File: src/rtl/vga_pkg.sv
// Shared types for the rect_fill drawing stage and the vga framebuffer write port.
package vga_pkg;

    localparam int COORD_W = 10;
    localparam int COLOR_W = 3;

    typedef logic [COORD_W-1:0] coord_t;
    typedef logic [COORD_W:0]   coord_ext_t;   // one extra bit so x0+w cannot wrap
    typedef logic [COLOR_W-1:0] color_t;

    typedef enum logic [1:0] {
        IDLE,
        CLIP,
        FILL,
        DONE
    } rect_state_e;

    typedef struct packed {
        coord_t x0;
        coord_t y0;
        coord_t w;
        coord_t h;
        color_t color;
    } rect_cmd_t;

endpackage

File: src/rtl/rect_clip.sv
// Combinational clipping of a fill rectangle against the active screen size.
module rect_clip
    import vga_pkg::*;
(
    input  rect_cmd_t  cmd_i,
    input  coord_t     width_i,
    input  coord_t     height_i,
    output coord_ext_t x_end_o,
    output coord_ext_t y_end_o,
    output logic       empty_o
);

    coord_ext_t x_sum;
    coord_ext_t y_sum;

    // Exclusive end coordinates = min(start + size, screen size); empty if nothing lands on screen.
    always_comb begin
        x_sum   = {1'b0, cmd_i.x0} + {1'b0, cmd_i.w};
        y_sum   = {1'b0, cmd_i.y0} + {1'b0, cmd_i.h};
        x_end_o = (x_sum < {1'b0, width_i})  ? x_sum : {1'b0, width_i};
        y_end_o = (y_sum < {1'b0, height_i}) ? y_sum : {1'b0, height_i};
        empty_o = (cmd_i.w == '0) || (cmd_i.h == '0) ||
                  (cmd_i.x0 >= width_i) || (cmd_i.y0 >= height_i);
    end

endmodule

File: src/rtl/rect_fill.sv
// Rectangle-fill command engine: clips each command to the screen and emits one
// pixel write per cycle in raster order. Optional macro RECT_FILL_BLANK_WRITE_EN
// restricts writes to cycles where the vga 'visible' flag is low.
module rect_fill
    import vga_pkg::*;
(
    input  logic   clk,
    input  logic   arst_n,
    input  logic   cmd_valid,
    output logic   cmd_ready,
    input  coord_t cmd_x0,
    input  coord_t cmd_y0,
    input  coord_t cmd_w,
    input  coord_t cmd_h,
    input  color_t cmd_color,
    input  coord_t width,
    input  coord_t height,
    input  logic   visible,
    output coord_t X,
    output coord_t Y,
    output color_t pixel,
    output logic   wr_en,
    output logic   busy,
    output logic   done
);

    rect_state_e state_q, state_d;
    rect_cmd_t   cmd_q;
    coord_ext_t  x_end_q, y_end_q;
    coord_t      cur_x_q, cur_x_d;
    coord_t      cur_y_q, cur_y_d;

    coord_ext_t  x_end_c, y_end_c;
    logic        empty_c;
    logic        gate;
    logic        x_last, y_last;

`ifdef RECT_FILL_BLANK_WRITE_EN
    assign gate = ~visible;
`else
    logic unused_visible;
    assign unused_visible = visible;
    assign gate           = 1'b1;
`endif

    rect_clip u_clip (
        .cmd_i    (cmd_q),
        .width_i  (width),
        .height_i (height),
        .x_end_o  (x_end_c),
        .y_end_o  (y_end_c),
        .empty_o  (empty_c)
    );

    assign x_last = ({1'b0, cur_x_q} + coord_ext_t'(1)) == x_end_q;
    assign y_last = ({1'b0, cur_y_q} + coord_ext_t'(1)) == y_end_q;

    // Ready only in IDLE and forced low while reset is held.
    assign cmd_ready = (state_q == IDLE) && arst_n;
    assign busy      = (state_q != IDLE);
    assign done      = (state_q == DONE);
    assign X         = (state_q == FILL) ? cur_x_q   : '0;
    assign Y         = (state_q == FILL) ? cur_y_q   : '0;
    assign pixel     = (state_q == FILL) ? cmd_q.color : '0;

    // Next-state, raster cursor advance and write strobe.
    always_comb begin
        state_d = state_q;
        cur_x_d = cur_x_q;
        cur_y_d = cur_y_q;
        wr_en   = 1'b0;
        unique case (state_q)
            IDLE: begin
                if (cmd_valid) state_d = CLIP;
            end
            CLIP: begin
                cur_x_d = cmd_q.x0;
                cur_y_d = cmd_q.y0;
                state_d = empty_c ? DONE : FILL;
            end
            FILL: begin
                if (gate) begin
                    wr_en = 1'b1;
                    if (x_last) begin
                        cur_x_d = cmd_q.x0;
                        cur_y_d = cur_y_q + coord_t'(1);
                        if (y_last) state_d = DONE;
                    end else begin
                        cur_x_d = cur_x_q + coord_t'(1);
                    end
                end
            end
            DONE: begin
                state_d = IDLE;
            end
            default: state_d = IDLE;
        endcase
    end

    // Control state register; reset aborts any fill in progress.
    always_ff @(posedge clk or negedge arst_n) begin
        if (!arst_n) state_q <= IDLE;
        else         state_q <= state_d;
    end

    // Datapath registers: command latch, clip results and raster cursor.
    always_ff @(posedge clk) begin
        if (state_q == IDLE && cmd_valid) begin
            cmd_q <= '{x0: cmd_x0, y0: cmd_y0, w: cmd_w, h: cmd_h, color: cmd_color};
        end
        if (state_q == CLIP) begin
            x_end_q <= x_end_c;
            y_end_q <= y_end_c;
        end
        cur_x_q <= cur_x_d;
        cur_y_q <= cur_y_d;
    end

endmodule

File: config.mk
export PLATFORM = sky130hd
export DESIGN_NAME = rect_fill
export DESIGN_NICKNAME = d
export VERILOG_FILES = /design/src/rtl/vga_pkg.sv /design/src/rtl/rect_clip.sv /design/src/rtl/rect_fill.sv
export SDC_FILE = /design/constraint.sdc
export NUM_CORES = 1
export LEC_CHECK = 0
export BUFFER_PORTS_ARGS = -buffer_cell sky130_fd_sc_hd__buf_2
export CORE_MARGIN = 2
export CORE_UTILIZATION = 45
export DETAILED_ROUTE_END_ITERATION = 10
export PLACE_DENSITY_LB_ADDON = 0.08
export SYNTH_ARGS = -nofsm -noshare
export SYNTH_HDL_FRONTEND = slang
export SYNTH_SLANG_ARGS = --single-unit
File: constraint.sdc
create_clock -name clk -period 6.1 [get_ports clk]
set_clock_uncertainty 0.05 [all_clocks]
set_input_delay 1.22 -clock clk [delete_from_list [all_inputs] [get_ports clk]]
set_output_delay 1.22 -clock clk [all_outputs]
set_load 0.05 [all_outputs]
==> results of run 1 <==
-- layout by cell type, fill, tap and decap left out, types with 3 or more instances in the layout --
master and n:
nor3_1 10, a31oi_1 7, clkinv_2 3, a21oi_1 38
nand2b_1 11, mux2_4 4, a31o_2 3, and3_1 3
nand2_1 18, a21o_1 11, edfxtp_1 85, inv_1 34
xor2_1 14, mux2i_1 3, nor2_1 29, ha_1 64
nand4_1 3, and2_1 24, o211ai_1 6, buf_2 92
a211oi_1 8, nor4_1 7, mux2_2 21, nor2b_1 7
nand3_1 14, o2111ai_1 3, or2_2 3, clkbuf_16 9
o21ai_0 15, xnor2_1 34
-- sequential cells by signal (all words and copies together), names as in the netlist --
signal / count
cmd_q: 43
x_end_q: 11
y_end_q: 11
state_q: 2
cur_x_q: 10
cur_y_q: 10
-- worst max-delay path, cell delays in order, from the launching register on --
cell and delay (ps):
edfxtp_1 440, ha_1 250, fa_1 400, a21o_1 170
a21oi_1 210, nor2b_1 70, o21ai_0 270, nor2b_1 200
xnor2_1 110, ha_1 210, a2111oi_0 380, a211oi_1 190
a311oi_4 550, mux2_2 410
-- report_power, final --
group	total (mW)	leakage, nW	internal (mW)	switching, mW
logic	1.71	1.93	0.707	1.00
registers	1.18	0.814	0.952	0.224
clock network	0.544	0.146	0.327	0.218
total	3.43	2.89	1.99	1.44
-- layer usage --
metal / GRT usage, % / part of all wire, %
met5: 0 / 0
met4: 7.13 / 1.9
met3: 3.28 / 4.2
met2: 26.3 / 40
met1: 27.7 / 54
-- stage by stage --
step,instance area (um^2),util [%],cells
after floorplan,6070,-,542
after global placement,6670,50.6,795
after detailed placement,6670,50.6,795
after CTS,6960,52.8,811
after global routing,6960,52.8,811
final,6960,52.8,811
-- final cells by class --
| class | count | area share, % |
|---|---|---|
| tap | 176 | 3.16 |
| clock buffer | 12 | 3.54 |
| clock inverter | 4 | 0.647 |
| sequential | 87 | 37.4 |
| multi-input combinational | 405 | 46.7 |
| inverter | 34 | 1.83 |
| timing repair buffer | 93 | 6.72 |
-- kinds of logic (layout without fill, tap and decap cells) --
logic type                 count (synthesis)  count (layout)  share of synthesized area [%]
AOI/OAI and AO/OA                        112             112                           12.7
muxes                                     29              29                           5.57
xor gates and xnor gates                  50              50                           7.67
adders and majority gates                 67              67                           14.1
other                                      1               2                         0.0618
and+or+nand+nor                          145             145                           13.5
buffers and inverters                     50             143                           3.55
DFF                                       87              87                           42.9
-- final timing paths --
check	start	endpoint	slack, ps	cells past startpoint
setup / recovery	cmd_q[23]	y_end_q[2]	1940	13
hold / removal	state_q[1]	state_q[1]	560	1
setup reg to reg	cmd_q[23]	y_end_q[2]	1940	13
hold reg to reg	state_q[1]	state_q[1]	560	1
max in group asynchronous	arst_n	state_q[1]	5290	1
min in group asynchronous	arst_n	state_q[0]	610	1
==> flow_summary.yaml, run 1 <==
run_status:
  outcome: "completed"
clock_network:
  holdBufCountCts: 0
  h-tree-depth: 3
  cts_sinks: 87
  cts_resized: 0
  cts-root-buf: "clkbuf_16"
  clk_pin_slew_ps: 60
  cts_buffer_depth: 2
  cts_buffers: 9
  post_cts_buffers: 0
  clk-insertion-delay-late_ps: 340
  cts_tree: "built"
route:
  wire_per_inst_um: 15.5
  firstDrtPassIters: 4
  viasPerCell: 5.21
  num_vias: 4227
  drc_errors: 0
  wl_um: 12600
  initialDrtViolationCount: 197
  antenna_left: 0
setup_path:
  worst-path-max-fanout: 10
  critPathCaptureType: "register"
  cp.required_ps: 6140
  worst-setup-path-type: "register to register"
  cp.arrival_ps: 4200
  start_kind: "register"
synth:
  synth.top_cell.area_share_pct: 42.1
  yosys_warnings: 0
  syn_area_per_cell_um2: 11.2
  yosysSeqAreaShare_pct: 42.9
  ys.flop_type: "edfxtp_1"
  yosys.area.top_type: "edfxtp_1"
  synthTopCellsByCount: "edfxtp_1, ha_1, a21oi_1"
  syn_inst: 541
  synth_area_mm2: 0.00606
  synth-seq-cells: 87
  ys_async_sr_fraction_pct: 2.30
  netlist_top_cells_area: "edfxtp_1, ha_1, xnor2_1, mux2_2, a21oi_1"
  synth-edff-count: 85
  yosysUniqueCellTypes: 67
  yosysMostFrequentCell: "edfxtp_1"
timing:
  setup_tns_ps: 0
  setup_viol: 0
  rsz0062_at_grt: "false"
  tightest_slew_ps: 1020
  whs_ps: 563
  slew_viol_final: 0
  final.setup.worst_slack_ps: 1940
  slew-limit-headroom_pct: 31.3
  finalCritPeriodShare_pct: 68.2
  fin_crit_ps: 4160
  fmax_mhz: 241
  hold_violations: 0
global_routing:
  grtUsageTotal_pct: 18.5
  grt_pass1_vias: 4105
  grt_pass1_wl_um: 20600
  grt_max_degree: 44
  antenna_found_initial: 0
  grt_remaining_overflow: 0
hold_path:
  hold_path_class: "register to register"
place:
  io_buffers: 92
  pre_cts_slack_ps: 1950
  place_hpwl_um: 9960
  globalplace.congestion: 0.846
flow_run:
  drv_cap: 0
power:
  vdd_drop_max_mv: 0.209
  power.density_mw_per_mm2: 492
  leakage_nw: 2.89
  power_mw: 3.43
die:
  coreArea_mm2: 0.0132
  initial_core_util_pct: 46.0
  die_area_mm2: 0.0144
  fp.dieH_um: 120
  row_count: 42
  die_w_um: 120
  ios: 94
layout:
  n_antenna_cell: 0
  multi_input_area_mm2: 0.00325
  drive_above_1_share_pct: 23.6
  seqCellArea_mm2: 0.00260
  fillers: 1188
  synthToLayoutAreaGrowth_pct: 14.8
  fin_nets: 764
Note: power is estimated with default switching activity, not from simulation.
==> inputs of run 2 (changes only) <==
==> constraint.sdc (replaced) <==
create_clock -name clk -period 3.76 [get_ports clk]
set_clock_uncertainty 0.05 [all_clocks]
set_input_delay 0.752 -clock clk [delete_from_list [all_inputs] [get_ports clk]]
set_output_delay 0.752 -clock clk [all_outputs]
set_load 0.05 [all_outputs]
==> flow_summary.yaml, run 2 (same netlist as run 1, synthesis figures left out) <==
setup_path:
  cp.required_ps: 3810
  cp-endpoint: "y_end_q[2]"
  cp_slowest_cell: "edfxtp_1"
  reg2reg_slack_ps: 70
  cpPeakStageDelay_ps: 450
  path_cells: "ha_1 > a21o_1 > a21oi_2 > o21ai_0 > nor2_1 > xnor2_1 > ha_1 > a2111oi_4 > a211oi_2 > a311oi_4 > clkbuf_16 > mux2_2"
  worst-setup-path-type: "register to register"
  crit_top_cell: "ha_1"
  critPathCaptureType: "register"
  cp.arrival_ps: 3740
  start_kind: "register"
  crit_start: "cmd_q[4]"
  r2r-start: "cmd_q[4]"
  worst-path-max-fanout: 5
  rr_endpoint: "y_end_q[2]"
  reg2regPathDepth: 12
timing:
  setup_viol: 0
  fin_crit_ps: 3690
  hold_violations: 0
  slew-limit-headroom_pct: 33.0
  setup_tns_ps: 0
  slew_viol_final: 0
  tightest_slew_ps: 998
  finalCritPeriodShare_pct: 98.2
  fmax_mhz: 271
clock_network:
  clk-insertion-delay-late_ps: 350
  h-tree-depth: 3
  cts_sinks: 87
  cts_tree: "built"
  cts_buffer_depth: 2
  cts-root-buf: "clkbuf_16"
  clk_pin_slew_ps: 70
  cts_buffers: 9
layout:
  fin_nets: 791
  fin_area_mm2: 0.00737
  drive_above_1_share_pct: 30.5
  fillers: 1142
  multi_input_area_mm2: 0.00337
  final_common_cell: "buf_2"
  n_antenna_cell: 0
  largest-register: "cmd_q"
  largest_reg_flops: 43
  final_cell_mix: "buf_2, edfxtp_1, ha_1"
  reg.largest.list: "cmd_q (43), x_end_q (11), y_end_q (11)"
  synthToLayoutAreaGrowth_pct: 21.6
  seqCellArea_mm2: 0.00260
die:
  coreArea_mm2: 0.0132
  die_w_um: 120
  initial_core_util_pct: 46.0
  ios: 94
  fp.dieH_um: 120
  row_count: 42
  die_area_mm2: 0.0144
global_routing:
  grtUsageTotal_pct: 18.2
  grt_pass1_wl_um: 20300
  grt_max_degree: 54
  grt_pass1_vias: 4212
  grt_remaining_overflow: 0
  antenna_found_initial: 0
place:
  placed_area_mm2: 0.00679
  io_buffers: 92
  globalplace.congestion: 0.864
  place_hpwl_um: 9970
route:
  antenna_left: 0
  initialDrtViolationCount: 187
  viasPerCell: 5.21
  drc_errors: 0
  wire_per_inst_um: 15.4
  wl_um: 12900
  firstDrtPassIters: 5
  num_vias: 4369
power:
  leakage_nw: 3.07
  power.density_mw_per_mm2: 811
  vdd_drop_max_mv: 0.359
hold_path:
  hold_path_class: "input pin to asynchronous set/reset pin"
flow_run:
  drv_cap: 0
run_status:
  outcome: "completed"
run 2: final cells by class:
cell class	instances	share of cell area, %
clock inverter	6	1.15
sequential	87	35.3
clock buffer	10	3.11
tap	176	2.99
multi-input combinational	405	45.8
inverter	34	1.73
timing repair buffer	120	9.96
run 2: worst min path at each step:
stage | slack (ps) | start | depth (start not counted) | end
after floorplan | 410 | arst_n | 0 | state_q[0]
after global placement | 490 | arst_n | 1 | state_q[1]
after detailed placement | 500 | arst_n | 1 | state_q[0]
after CTS | 120 | arst_n | 1 | state_q[0]
after global routing | 120 | arst_n | 1 | state_q[0]
final | 130 | arst_n | 1 | state_q[0]
run 2: power breakdown:
part	internal [mW]	switching [mW]
clock	0.580	0.364
combinational	1.40	1.73
sequential	1.54	0.360
run 2: timing repair:
item,4_1_cts,5_1_grt
setup buffers,2,11
setup endpoints to repair,20,20
hold endpoints to repair,0,0
gates resized for setup,2,32
pin swaps,1,16
hold buffers,0,0
cloned,0,2
run 2: routing by layer:
metal | vias to the layer above | track usage (%) | share of wire [%]
li1 | 2245 | - | -
met1 | 2017 | 27.2 | 52
met2 | 94 | 25.8 | 42
met3 | 13 | 2.76 | 3.7
met4 | 0 | 8.46 | 2.0
met5 | - | 0 | 0
run 2: critical path: cells and delay by family (launching register included):
kind | cells | cell delay [ps]
AOI/OAI and AO/OA | 6 | 1440
adders and majority gates | 2 | 650
DFF | 1 | 450
muxes | 1 | 330
buffers and inverters | 1 | 230
xor gates and xnor gates | 1 | 190
and+or+nand+nor | 1 | 110
run 2: per-stage QoR:
stage                     total power [mW]  std cells  utilization, %  worst slack [ps]  hold WS (ps)
final                                 5.98        838            55.9              69.2           133
after floorplan                       4.09        542               -              44.6           406
after detailed placement              4.78        807            51.5             -2.04           499
after global placement                4.73        807            51.5              55.2           495
after CTS                             5.76        825            54.0              9.75           118
after global routing                  6.38        838            55.9             -65.5           125
==> inputs of run 3 (changes only) <==
--- a/config.mk
+++ b/config.mk
@@ -6,10 +6,11 @@
 export NUM_CORES = 1
 export LEC_CHECK = 0
 export BUFFER_PORTS_ARGS = -buffer_cell sky130_fd_sc_hd__buf_2
+export CORE_ASPECT_RATIO = 0.7
 export CORE_MARGIN = 2
-export CORE_UTILIZATION = 45
+export CORE_UTILIZATION = 52
 export DETAILED_ROUTE_END_ITERATION = 10
-export PLACE_DENSITY_LB_ADDON = 0.08
+export PLACE_DENSITY = 0.77
 export SYNTH_ARGS = -nofsm -noshare
 export SYNTH_HDL_FRONTEND = slang
 export SYNTH_SLANG_ARGS = --single-unit
==> flow_summary.yaml, run 3 (same netlist as run 1, synthesis figures left out) <==
run_status:
  outcome: "finished, violations left"
  failed_checks: "negative setup slack"
clock_network:
  cts_tree: "built"
  cts_buffers: 9
  cts_sinks: 87
  cts_buffer_depth: 2
  h-tree-depth: 3
  clk_pin_slew_ps: 70
  cts-root-buf: "clkbuf_16"
  clk-insertion-delay-late_ps: 350
  holdBufCountCts: 0
timing:
  slew_viol_final: 0
  setup_viol: 10
  setup_tns_ps: -615
  rsz0062_at_grt: "true"
  tightest_slew_ps: 1010
  fin_crit_ps: 3850
  slew-limit-headroom_pct: 32.7
  whs_ps: 143
  finalCritPeriodShare_pct: 102
  hold_violations: 0
  fmax_mhz: 260
  final.setup.worst_slack_ps: -93.1
layout:
  n_antenna_cell: 0
  stdcell_count: 819
  largest-register: "cmd_q"
  largest_reg_flops: 43
  fillers: 850
  final_cell_mix: "buf_2, edfxtp_1, ha_1"
  reg.largest.list: "cmd_q (43), x_end_q (11), y_end_q (11)"
  synthToLayoutAreaGrowth_pct: 22.0
  drive_above_1_share_pct: 30.9
  fin_nets: 795
  final_common_cell: "buf_2"
  fin_area_mm2: 0.00740
route:
  viasPerCell: 5.62
  wire_per_inst_um: 17.8
  drc_errors: 0
  antenna_left: 0
  num_vias: 4606
  firstDrtPassIters: 5
  initialDrtViolationCount: 409
  wl_um: 14600
die:
  initial_core_util_pct: 54.3
  fp.dieH_um: 94.4
  ios: 94
  coreArea_mm2: 0.0112
  die_area_mm2: 0.0126
  die_w_um: 133
  row_count: 32
flow_run:
  drv_cap: 0
power:
  leakage_nw: 3.15
  power.density_mw_per_mm2: 825
  vdd_drop_max_mv: 0.361
  power_mw: 6.10
global_routing:
  grt_pass1_wl_um: 22900
  grt_max_degree: 44
  grtUsageTotal_pct: 23.7
  grt_remaining_overflow: 0
  antenna_found_initial: 0
  grt_pass1_vias: 4376
place:
  placed_area_mm2: 0.00678
  globalplace.congestion: 0.922
  dpl.cell_count: 787
  io_buffers: 92
  place_hpwl_um: 11000
hold_path:
  hold_path_class: "input pin to asynchronous set/reset pin"
setup_path:
  worst-setup-path-type: "register to register"
  cp.required_ps: 3810
  reg2regPathDepth: 15
  cp_slowest_cell: "edfxtp_1"
  rr_endpoint: "y_end_q[9]"
  critPathCaptureType: "register"
  crit_start: "cmd_q[3]"
  crit_family: "compound AO/OA/AOI/OAI gates"
  cp.arrival_ps: 3900
  cpPeakStageDelay_ps: 410
  path_cells: "ha_2 > fa_2 > a21o_1 > a21oi_2 > nor2b_1 > o21ai_1 > buf_4 > a21oi_2 > xor2_2 > ha_1 > a21oi_2 > o21ai_2 > a311oi_4 > clkbuf_16 > mux2_4"
  crit_top_cell: "a21oi_2"
  reg2reg_slack_ps: -90
  start_kind: "register"
  worst-path-max-fanout: 5
  r2r-start: "cmd_q[3]"
  path_buf_inv: 2
-- run 3: cell types whose count changed in the layout (fill, tap and decap cells not counted), moves of 4 or more --
cell / previous run / this run
buf_4: 23 / 28
inv_6: 0 / 4
mux2_2: 21 / 6
mux2_4: 4 / 19
-- run 3: worst register-to-register path: cells and delay by family (launching register included) --
kind / cells / cell delay (ps)
xor gates and xnor gates: 1 / 160
DFF: 1 / 410
adders and majority gates: 3 / 950
buffers and inverters: 2 / 390
AOI/OAI and AO/OA: 7 / 1260
muxes: 1 / 300
and+or+nand+nor: 1 / 70
-- run 3: metrics by stage --
step	utilization, %	setup WS (ps)
floorplan	-	44.6
global placement	60.7	63.6
finish	66.3	-93.1
global route	66.3	-214
detailed placement	60.7	-54.1
CTS	63.4	6.48
-- run 3: what timing repair did --
action | in CTS | in global routing
cloned | 0 | 2
endpoints found under the setup margin | 20 | 20
resized for setup | 7 | 42
pin swaps | 2 | 23
buffers inserted | 1 | 13
-- run 3: cell type report --
| cell class | count | area (um^2) | area share, % |
|---|---|---|---|
| clock buffers | 9 | 225 | 3.04 |
| well taps | 153 | 191 | 2.59 |
| inverters | 34 | 128 | 1.72 |
| multi-input cells | 405 | 3440 | 46.5 |
| clock inverters | 7 | 53.8 | 0.727 |
| repair buffers | 124 | 761 | 10.3 |
| flip-flops and latches | 87 | 2600 | 35.2 |
-- run 3: power breakdown --
group | switching (mW) | internal (mW)
sequential | 0.378 | 1.54
combinational | 1.83 | 1.50
clock | 0.396 | 0.456
total | 2.61 | 3.50
-- run 3: how the worst max path moves through the flow --
stage / end / slack, ps / cells after the start
after floorplan: y_end_q[0] / 40 / 13
after global placement: y_end_q[6] / 60 / 14
after detailed placement: y_end_q[3] / -50 / 14
after CTS: x_end_q[5] / 6 / 16
after global routing: y_end_q[5] / -210 / 15
final: y_end_q[9] / -90 / 15
-- run 3: metal layers --
layer  vias up  wire, um  GRT usage, %
met5         -         0             0
met4         0       175          5.82
met3        16       878          5.53
met2       171      6290          33.9
met1      2165      7270          36.1
li1       2254         -             -
